===== src/rtl/pipeline_hazard_ctrl_pkg.sv =====
// Shared types and sizing for the pipeline hazard controller.
//   NUM_REGS / REG_IDX_W : architectural register file size / index width
//   DBITS                : PC / branch target width
//   MAX_INFLIGHT / CNT_W : max outstanding writes per register and counter width
//   hz_state_e           : branch-resolution FSM encoding
package pipeline_hazard_ctrl_pkg;
   localparam int NUM_REGS     = 32;
   localparam int REG_IDX_W    = 5;
   localparam int DBITS        = 32;
   localparam int MAX_INFLIGHT = 3;
   localparam int CNT_W        = 2;

   typedef enum logic [1:0] {
      HZ_IDLE     = 2'd0,
      HZ_BR_WAIT  = 2'd1,
      HZ_REDIRECT = 2'd2
   } hz_state_e;
endpackage


===== src/rtl/pipeline_hazard_ctrl_if.sv =====
// Bundle between the pipeline stages and the hazard controller.
//   master : pipeline side (drives DE/AGEX/WB status, receives stall/flush/redirect)
//   slave  : hazard controller side
interface pipeline_hazard_ctrl_if;
   import pipeline_hazard_ctrl_pkg::*;

   // DE stage
   logic                 de_valid;
   logic [REG_IDX_W-1:0] de_rs1;
   logic [REG_IDX_W-1:0] de_rs2;
   logic                 de_rs1_used;
   logic                 de_rs2_used;
   logic [REG_IDX_W-1:0] de_rd;
   logic                 de_wr_reg;
   logic                 de_is_branch;
   // AGEX branch resolution
   logic                 agex_br_valid;
   logic                 agex_br_taken;
   logic [DBITS-1:0]     agex_br_target;
   // WB retirement
   logic                 wb_valid;
   logic                 wb_wr_reg;
   logic [REG_IDX_W-1:0] wb_rd;
   // controller outputs
   logic                 de_issue;
   logic                 stall_fe;
   logic                 stall_de;
   logic                 flush_de;
   logic                 redirect_valid;
   logic [DBITS-1:0]     redirect_target;

   modport master (
      output de_valid, de_rs1, de_rs2, de_rs1_used, de_rs2_used, de_rd, de_wr_reg,
             de_is_branch, agex_br_valid, agex_br_taken, agex_br_target,
             wb_valid, wb_wr_reg, wb_rd,
      input  de_issue, stall_fe, stall_de, flush_de, redirect_valid, redirect_target
   );

   modport slave (
      input  de_valid, de_rs1, de_rs2, de_rs1_used, de_rs2_used, de_rd, de_wr_reg,
             de_is_branch, agex_br_valid, agex_br_taken, agex_br_target,
             wb_valid, wb_wr_reg, wb_rd,
      output de_issue, stall_fe, stall_de, flush_de, redirect_valid, redirect_target
   );
endinterface


===== src/rtl/pipeline_hazard_ctrl_scoreboard.sv =====
// hz_scoreboard: per-register count of issued-but-not-retired writes.
//   clk, reset          : clock, synchronous active-high reset
//   inc_i / inc_rd_i    : an instruction writing inc_rd_i issues
//   dec_i / dec_rd_i    : WB retires a write to dec_rd_i
//   rs1_i / rs2_i       : source lookups -> busy1_o / busy2_o
//   rd_i                : destination lookup -> sat_o (counter full)
module hz_scoreboard
   import pipeline_hazard_ctrl_pkg::*;
(
   input  logic                 clk,
   input  logic                 reset,
   input  logic                 inc_i,
   input  logic [REG_IDX_W-1:0] inc_rd_i,
   input  logic                 dec_i,
   input  logic [REG_IDX_W-1:0] dec_rd_i,
   input  logic [REG_IDX_W-1:0] rs1_i,
   input  logic [REG_IDX_W-1:0] rs2_i,
   input  logic [REG_IDX_W-1:0] rd_i,
   output logic                 busy1_o,
   output logic                 busy2_o,
   output logic                 sat_o
);
   logic [NUM_REGS-1:0][CNT_W-1:0] cnt_q, cnt_d;
   logic [NUM_REGS-1:0]            inc_vec, dec_vec;

   // x0 is hard-wired, so it never enters the scoreboard
   always_comb begin
      inc_vec = '0;
      dec_vec = '0;
      if (inc_i && inc_rd_i != '0) inc_vec[inc_rd_i] = 1'b1;
      if (dec_i && dec_rd_i != '0) dec_vec[dec_rd_i] = 1'b1;
   end

   always_comb begin
      cnt_d = cnt_q;
      for (int r = 0; r < NUM_REGS; r++) begin
         unique case ({inc_vec[r], dec_vec[r]})
            2'b10:   cnt_d[r] = cnt_q[r] + CNT_W'(1);
            // underflow clamps to zero rather than wrapping
            2'b01:   cnt_d[r] = (cnt_q[r] == '0) ? '0 : cnt_q[r] - CNT_W'(1);
            default: cnt_d[r] = cnt_q[r];
         endcase
      end
   end

   always_ff @(posedge clk) begin
      if (reset) cnt_q <= '0;
      else       cnt_q <= cnt_d;
   end

   // A retirement this cycle releases the register immediately (RF is write-first),
   // i.e. busy = (cnt - dec) != 0 without wrapping on an empty counter.
   assign busy1_o = (cnt_q[rs1_i] != '0) && !(cnt_q[rs1_i] == CNT_W'(1) && dec_vec[rs1_i]);
   assign busy2_o = (cnt_q[rs2_i] != '0) && !(cnt_q[rs2_i] == CNT_W'(1) && dec_vec[rs2_i]);
   assign sat_o   = (cnt_q[rd_i] == CNT_W'(MAX_INFLIGHT));

   always_ff @(posedge clk) begin
      if (!reset && dec_vec != '0)
         a_wb_underflow: assert (cnt_q[dec_rd_i] != '0);
   end
endmodule


===== src/rtl/pipeline_hazard_ctrl.sv =====
// pipeline_hazard_ctrl: stall/flush scheduler for the FE/DE/AGEX/MEM/WB pipeline.
//   clk, reset : clock, synchronous active-high reset
//   hz         : slave side of pipeline_hazard_ctrl_if
//                in : DE operands/dest/branch flag, AGEX resolution, WB retirement
//                out: de_issue, stall_fe/stall_de, flush_de, redirect_valid/target
// RAW and write-count saturation hold DE; a branch freezes FE/DE until AGEX resolves
// it, and a taken branch yields a single-cycle redirect with a DE flush.
module pipeline_hazard_ctrl
   import pipeline_hazard_ctrl_pkg::*;
(
   input  logic                    clk,
   input  logic                    reset,
   pipeline_hazard_ctrl_if.slave   hz
);
   hz_state_e        state_q, state_d;
   logic [DBITS-1:0] tgt_q, tgt_d;
   logic             busy1, busy2, sat_raw;
   logic             raw, sat, issue;

   hz_scoreboard u_sb (
      .clk      (clk),
      .reset    (reset),
      .inc_i    (issue & hz.de_wr_reg),
      .inc_rd_i (hz.de_rd),
      .dec_i    (hz.wb_valid & hz.wb_wr_reg),
      .dec_rd_i (hz.wb_rd),
      .rs1_i    (hz.de_rs1),
      .rs2_i    (hz.de_rs2),
      .rd_i     (hz.de_rd),
      .busy1_o  (busy1),
      .busy2_o  (busy2),
      .sat_o    (sat_raw)
   );

   assign raw   = (hz.de_rs1_used & busy1) | (hz.de_rs2_used & busy2);
   assign sat   = hz.de_wr_reg & sat_raw;
   // reset gating keeps every output quiet while reset is held
   assign issue = ~reset & hz.de_valid & ~raw & ~sat & (state_q == HZ_IDLE);

   always_comb begin
      state_d = state_q;
      tgt_d   = tgt_q;
      unique case (state_q)
         HZ_IDLE:
            if (issue && hz.de_is_branch) state_d = HZ_BR_WAIT;
         HZ_BR_WAIT:
            if (hz.agex_br_valid) begin
               if (hz.agex_br_taken) begin
                  tgt_d   = hz.agex_br_target;
                  state_d = HZ_REDIRECT;
               end else begin
                  state_d = HZ_IDLE;
               end
            end
         HZ_REDIRECT:
            state_d = HZ_IDLE;
         default:
            state_d = HZ_IDLE;
      endcase
   end

   always_ff @(posedge clk) begin
      if (reset) begin
         state_q <= HZ_IDLE;
         tgt_q   <= '0;
      end else begin
         state_q <= state_d;
         tgt_q   <= tgt_d;
      end
   end

   // REDIRECT releases both stalls: FE takes the new PC while DE takes the bubble.
   assign hz.de_issue        = issue;
   assign hz.stall_de        = ~reset & ((state_q == HZ_BR_WAIT) |
                                         ((state_q == HZ_IDLE) & hz.de_valid & ~issue));
   assign hz.stall_fe        = hz.stall_de;
   assign hz.flush_de        = ~reset & (state_q == HZ_REDIRECT);
   assign hz.redirect_valid  = ~reset & (state_q == HZ_REDIRECT);
   assign hz.redirect_target = reset ? '0 : tgt_q;
endmodule


===== src/flat_wrapper.sv =====
// flat-port wrapper written by rule: the top's interface ports become plain ports
module pipeline_hazard_ctrl_flat import pipeline_hazard_ctrl_pkg::*;
  (clk, reset, hz_de_valid, hz_de_rs1, hz_de_rs2, hz_de_rs1_used, hz_de_rs2_used, hz_de_rd, hz_de_wr_reg, hz_de_is_branch, hz_agex_br_valid, hz_agex_br_taken, hz_agex_br_target, hz_wb_valid, hz_wb_wr_reg, hz_wb_rd, hz_de_issue, hz_stall_fe, hz_stall_de, hz_flush_de, hz_redirect_valid, hz_redirect_target);
  pipeline_hazard_ctrl_if hz_i ();
  input  logic clk;
  input  logic reset;
  input wire logic [$bits(hz_i.de_valid)-1:0] hz_de_valid;
  input wire logic [$bits(hz_i.de_rs1)-1:0] hz_de_rs1;
  input wire logic [$bits(hz_i.de_rs2)-1:0] hz_de_rs2;
  input wire logic [$bits(hz_i.de_rs1_used)-1:0] hz_de_rs1_used;
  input wire logic [$bits(hz_i.de_rs2_used)-1:0] hz_de_rs2_used;
  input wire logic [$bits(hz_i.de_rd)-1:0] hz_de_rd;
  input wire logic [$bits(hz_i.de_wr_reg)-1:0] hz_de_wr_reg;
  input wire logic [$bits(hz_i.de_is_branch)-1:0] hz_de_is_branch;
  input wire logic [$bits(hz_i.agex_br_valid)-1:0] hz_agex_br_valid;
  input wire logic [$bits(hz_i.agex_br_taken)-1:0] hz_agex_br_taken;
  input wire logic [$bits(hz_i.agex_br_target)-1:0] hz_agex_br_target;
  input wire logic [$bits(hz_i.wb_valid)-1:0] hz_wb_valid;
  input wire logic [$bits(hz_i.wb_wr_reg)-1:0] hz_wb_wr_reg;
  input wire logic [$bits(hz_i.wb_rd)-1:0] hz_wb_rd;
  output wire logic [$bits(hz_i.de_issue)-1:0] hz_de_issue;
  output wire logic [$bits(hz_i.stall_fe)-1:0] hz_stall_fe;
  output wire logic [$bits(hz_i.stall_de)-1:0] hz_stall_de;
  output wire logic [$bits(hz_i.flush_de)-1:0] hz_flush_de;
  output wire logic [$bits(hz_i.redirect_valid)-1:0] hz_redirect_valid;
  output wire logic [$bits(hz_i.redirect_target)-1:0] hz_redirect_target;
  assign hz_i.de_valid = hz_de_valid;
  assign hz_i.de_rs1 = hz_de_rs1;
  assign hz_i.de_rs2 = hz_de_rs2;
  assign hz_i.de_rs1_used = hz_de_rs1_used;
  assign hz_i.de_rs2_used = hz_de_rs2_used;
  assign hz_i.de_rd = hz_de_rd;
  assign hz_i.de_wr_reg = hz_de_wr_reg;
  assign hz_i.de_is_branch = hz_de_is_branch;
  assign hz_i.agex_br_valid = hz_agex_br_valid;
  assign hz_i.agex_br_taken = hz_agex_br_taken;
  assign hz_i.agex_br_target = hz_agex_br_target;
  assign hz_i.wb_valid = hz_wb_valid;
  assign hz_i.wb_wr_reg = hz_wb_wr_reg;
  assign hz_i.wb_rd = hz_wb_rd;
  assign hz_de_issue = hz_i.de_issue;
  assign hz_stall_fe = hz_i.stall_fe;
  assign hz_stall_de = hz_i.stall_de;
  assign hz_flush_de = hz_i.flush_de;
  assign hz_redirect_valid = hz_i.redirect_valid;
  assign hz_redirect_target = hz_i.redirect_target;
  pipeline_hazard_ctrl u_core (.clk(clk), .reset(reset), .hz(hz_i));
endmodule

===== config.mk =====
export PLATFORM = sky130hd
export DESIGN_NAME = pipeline_hazard_ctrl_flat
export DESIGN_NICKNAME = d
export VERILOG_FILES = /design/src/rtl/pipeline_hazard_ctrl_pkg.sv /design/src/rtl/pipeline_hazard_ctrl_if.sv /design/src/rtl/pipeline_hazard_ctrl_scoreboard.sv /design/src/rtl/pipeline_hazard_ctrl.sv /design/src/flat_wrapper.sv
export SDC_FILE = /design/constraint.sdc
export NUM_CORES = 1
export LEC_CHECK = 0
export ABC_CLOCK_PERIOD_IN_PS = 3000
export CAP_MARGIN = 20
export CORE_AREA = 2 2 127 129
export CTS_CLUSTER_DIAMETER = 30
export DETAILED_ROUTE_END_ITERATION = 16
export DIE_AREA = 0 0 129 131
export GPL_ROUTABILITY_DRIVEN = 0
export PLACE_DENSITY = 0.78
export SYNTH_ARGS = -nofsm -noshare
export SYNTH_HDL_FRONTEND = slang
export SYNTH_SLANG_ARGS = --single-unit

===== constraint.sdc =====
create_clock -name clk -period 3 [get_ports clk]
set_input_delay 0.45 -clock clk [delete_from_list [all_inputs] [get_ports clk]]
set_output_delay 0.45 -clock clk [all_outputs]
set_load 0.03 [all_outputs]

==> summary.md <==
| Metric | Value |
|---|---|
| Status | complete, but fails checks |
| Failing checks | setup timing |
| Final Skew | 9.640 ps |
| Crit path required time | 2550 ps |
| Wire length per cell | approximately 20 um |
| Clock buffer count from CTS | 9 |
| Buf/Inv on CP | 6 |
| Least-Margin Pin Slew | between 700 and 800 ps |
| GR Layer Usage met2 | 50.82% |
| Final setup violation count | 54 |
| Htree depth | 3 |
| Met1 Use GR | a little under two fifths |
| Crit-path cells | buf_4 -> buf_12 -> buf_12 -> mux4_2 -> mux2i_1 -> buf_4 -> o31ai_2 -> a31oi_1 -> a32o_2 -> and3_4 -> buf_8 -> and2_4 -> buf_6 |
| # IOs | 100 |
| Clk buf depth | 2 |
| Vias in the first global route | 7847 |
| Commonest cells after routing, fill and taps aside | 152 x buf_4, 133 x nor2_1, 83 x a21oi_1, 83 x dfxtp_1, 79 x clkdlybuf4s50_1 |
| Register bit total from synthesis | 98 |
| Endpoint class of the critical path | output pin |
| Max cap viols | 0 |
| Via count | 8557 |
| M3 GR Usage | 7.980% |
| Nets@finish | about 1300 |
| CORE AREA | 15600 um^2 |
| Worst path top cell family by delay | buffers and inverters |
| Ys Warns | 0 |
| Crit path DAT | 2700 ps |
| Seq/Total Area, Yosys | 25.18% |
| Peak Freq | about 320 MHz |
| Post-detail-place hpwl | 18.30 mm |
| Nature of the critical path startpoint | input port |
| Area grow syn2layout | 49.66% |
| Syn avg cell area | between 8 and 9 um^2 |
| Share of layout cells above drive strength 1 | 34.54% |
| Commonest non-fill, non-tap cell in the layout | buf_4 |
| Fillers | 997 |
| Std cell rows | 46 |
| Total wire length | about 28 mm |
| Clock Sinks | between 90 and 100 |
| Worst hold path class | input port to flip-flop |
| Max-slew violation count | 0 |
| Critical Path Fanout Max | 6 |
| Vias per cell | about 6.2 |
| Worst-Skew Late Latency | 370 ps |
| Top FF cell, synth | dfxtp_1 |
| GRT Max-Usage Layer | met2 |
| Worst Slack Setup Final | -146.1 ps |
| Max_slew headroom | between 50% and 60% |
| # DRC | 0 |
| Clk slew on worst S/H paths | 80 ps |
| Post-synth ARST share | 0% |
| Delay of the slowest critical-path stage | around 500 ps |
| Port bufs | 99 |
| Fin cells | 1380 |
| Total track usage | 31.41% |
| Post-synth cell types | 59 |
| Net Count, Synth | 1084 |
| Total grt overflow | 0 |
| Die Width | 129 um |
| Setup Crit Path Kind | input port to output pin |
| Unrepaired setup endpoints after global routing | true |
| First-pass DRT Iterations | 7 |
| LEAKAGE | 4.772 nW |
| Worst path slowest cell | mux4_2 |
| CTS tree | done |
| Minimum clock period after layout | about 3100 ps |
| First-pass GRT wire length | 40.82 mm |
| Syn Std Cell Area | 7792 um^2 |
| Starting Density | 49.96% |
| Total power | 0.003289 W |
| Synthesized instance count | 925 |
| Die Y | 131 um |
| Initial antenna violation count | 0 |
| Placed Area | around 10000 um^2 |
| CTS root buf | clkbuf_16 |
| Largest net degree at the start of global routing | between 60 and 70 |
| Final ANT Viol Nets | 0 |
| DR iter-0 viols | 1043 |
| Final antenna diode count | 0 |
| Final period utilization | 104.9% |
| Die ar. | roughly 17000 um^2 |
| Hold Violations, Final | 0 |
| Cell area power density | roughly 280 nW/um^2 |
| Post-placement cell count | 1337 |
| Post-synth EDFFs | 0 |
| Max rail drop VDD | 339.2 uV |
| Design Area, Final | 11660 um^2 |
-- cell type report --
cell class | count | area, um^2 | area share [%]
inverters | 66 | 247.7 | 2.124
flip-flops and latches | 98 | 1983 | 17.00
repair buffers | 275 | 2600 | 22.29
clock buffers | 9 | 225.2 | 1.931
clock inverters | 7 | 81.33 | 0.6974
well taps | 216 | 270.3 | 2.317
multi-input cells | 709 | 6255 | 53.63
-- synthesized netlist by cell type, types with 3 or more instances --
cell type,instances,area share (%)
o22a_1,32,3.6
and2_1,3,0.24
buf_1,6,0.29
o21ai_0,5,0.32
o211ai_1,3,0.29
ha_1,96,15
o22ai_1,3,0.24
nand2b_1,4,0.32
and3_1,3,0.24
buf_2,13,0.83
nand3_1,37,2.4
nor4_1,6,0.48
nand3b_1,5,0.48
clkbuf_1,23,1.1
xor2_1,6,0.67
a31oi_1,30,2.4
a21oi_1,96,6.2
inv_1,66,3.2
buf_6,4,0.58
a211oi_1,6,0.58
nand2_1,49,2.4
mux2i_1,25,3.2
dfxtp_1,98,25
nor2_1,143,6.9
buf_4,6,0.58
mux4_2,40,12
a22o_1,4,0.45
nor2b_1,36,2.9
nand4_1,3,0.24
nor3_1,31,2.0
-- cell families (layout without fill, tap and decap cells) --
kind of cell	count (synthesis)	in the layout	share of synthesized area, %
compound gates	201	201	16.54
xor+xnor	7	7	0.7868
buf+inv	118	357	6.567
simple gates	336	336	20.36
fa+ha+maj	96	96	15.41
other cells	2	2	0.09638
flops	98	98	25.18
mux	67	67	15.06
-- timing repair --
action                                  in CTS  in global routing
cloned                                       6                  1
pin swaps                                   21                 37
gates resized for setup                    122                 89
hold buffers                                 0                  0
endpoints found under the setup margin      65                 61
buffers inserted                            10                 11
-- tightest hold or removal path, cell delays in order --
cell    delay [ps]
buf_4          140
buf_12         210
nor2_1         120
-- power by group --
group / internal, W / total [W] / switching (W)
logic: 0.000375 / 0.000737 / 0.000362
clock network: 0.000596 / 0.00122 / 0.000626
registers: 0.00132 / 0.00133 / 0.0000121
total: 0.00229 / 0.00329 / 0.00100
-- registers in the layout, summed over array words and instances, names as in the netlist --
| name | count |
|---|---|
| u_core.state_q | 2 |
| u_core.tgt_q | 32 |
| u_core.u_sb.cnt_q | 64 |
-- stage by stage --
step	hold WS [ps]	utilization, %	setup TNS [ps]	setup WS, ps
2_1_floorplan	488.4	-	-1239	-58.34
3_3_place_gp	586.9	66.99	-51390	-966.0
3_5_place_dp	590.7	66.99	-53200	-965.7
4_1_cts	571.2	71.95	-433.3	-99.68
5_1_grt	600.6	74.77	-5620	-179.3
6_report	574.0	74.77	-3408	-146.1
-- metal layers --
| layer | vias to the layer above | wire length [um] | part of all wire [%] |
|---|---|---|---|
| li1 | 3802 | - | - |
| met1 | 3963 | 10320 | 36 |
| met2 | 621 | 12810 | 45 |
| met3 | 171 | 3175 | 11 |
| met4 | 0 | 2014 | 7.1 |
| met5 | - | 0 | 0 |
-- path summary, 6_finish.rpt --
| kind | slack (ps) | cells past startpoint | start | to |
|---|---|---|---|---|
| worst max-delay path | -150 | 13 | hz_de_rs2[0] | hz_de_issue |
| worst min-delay path | 570 | 3 | reset | u_core.u_sb.cnt_q[45]$_SDFFE_PP0P_ |
| worst max register to register | -130 | 12 | u_core.u_sb.cnt_q[52]$_SDFFE_PP0P_ | u_core.u_sb.cnt_q[39]$_SDFFE_PP0P_ |
| worst min register to register | 610 | 2 | u_core.u_sb.cnt_q[61]$_SDFFE_PP0P_ | u_core.u_sb.cnt_q[61]$_SDFFE_PP0P_ |
Note: power is estimated with default switching activity, not from simulation.
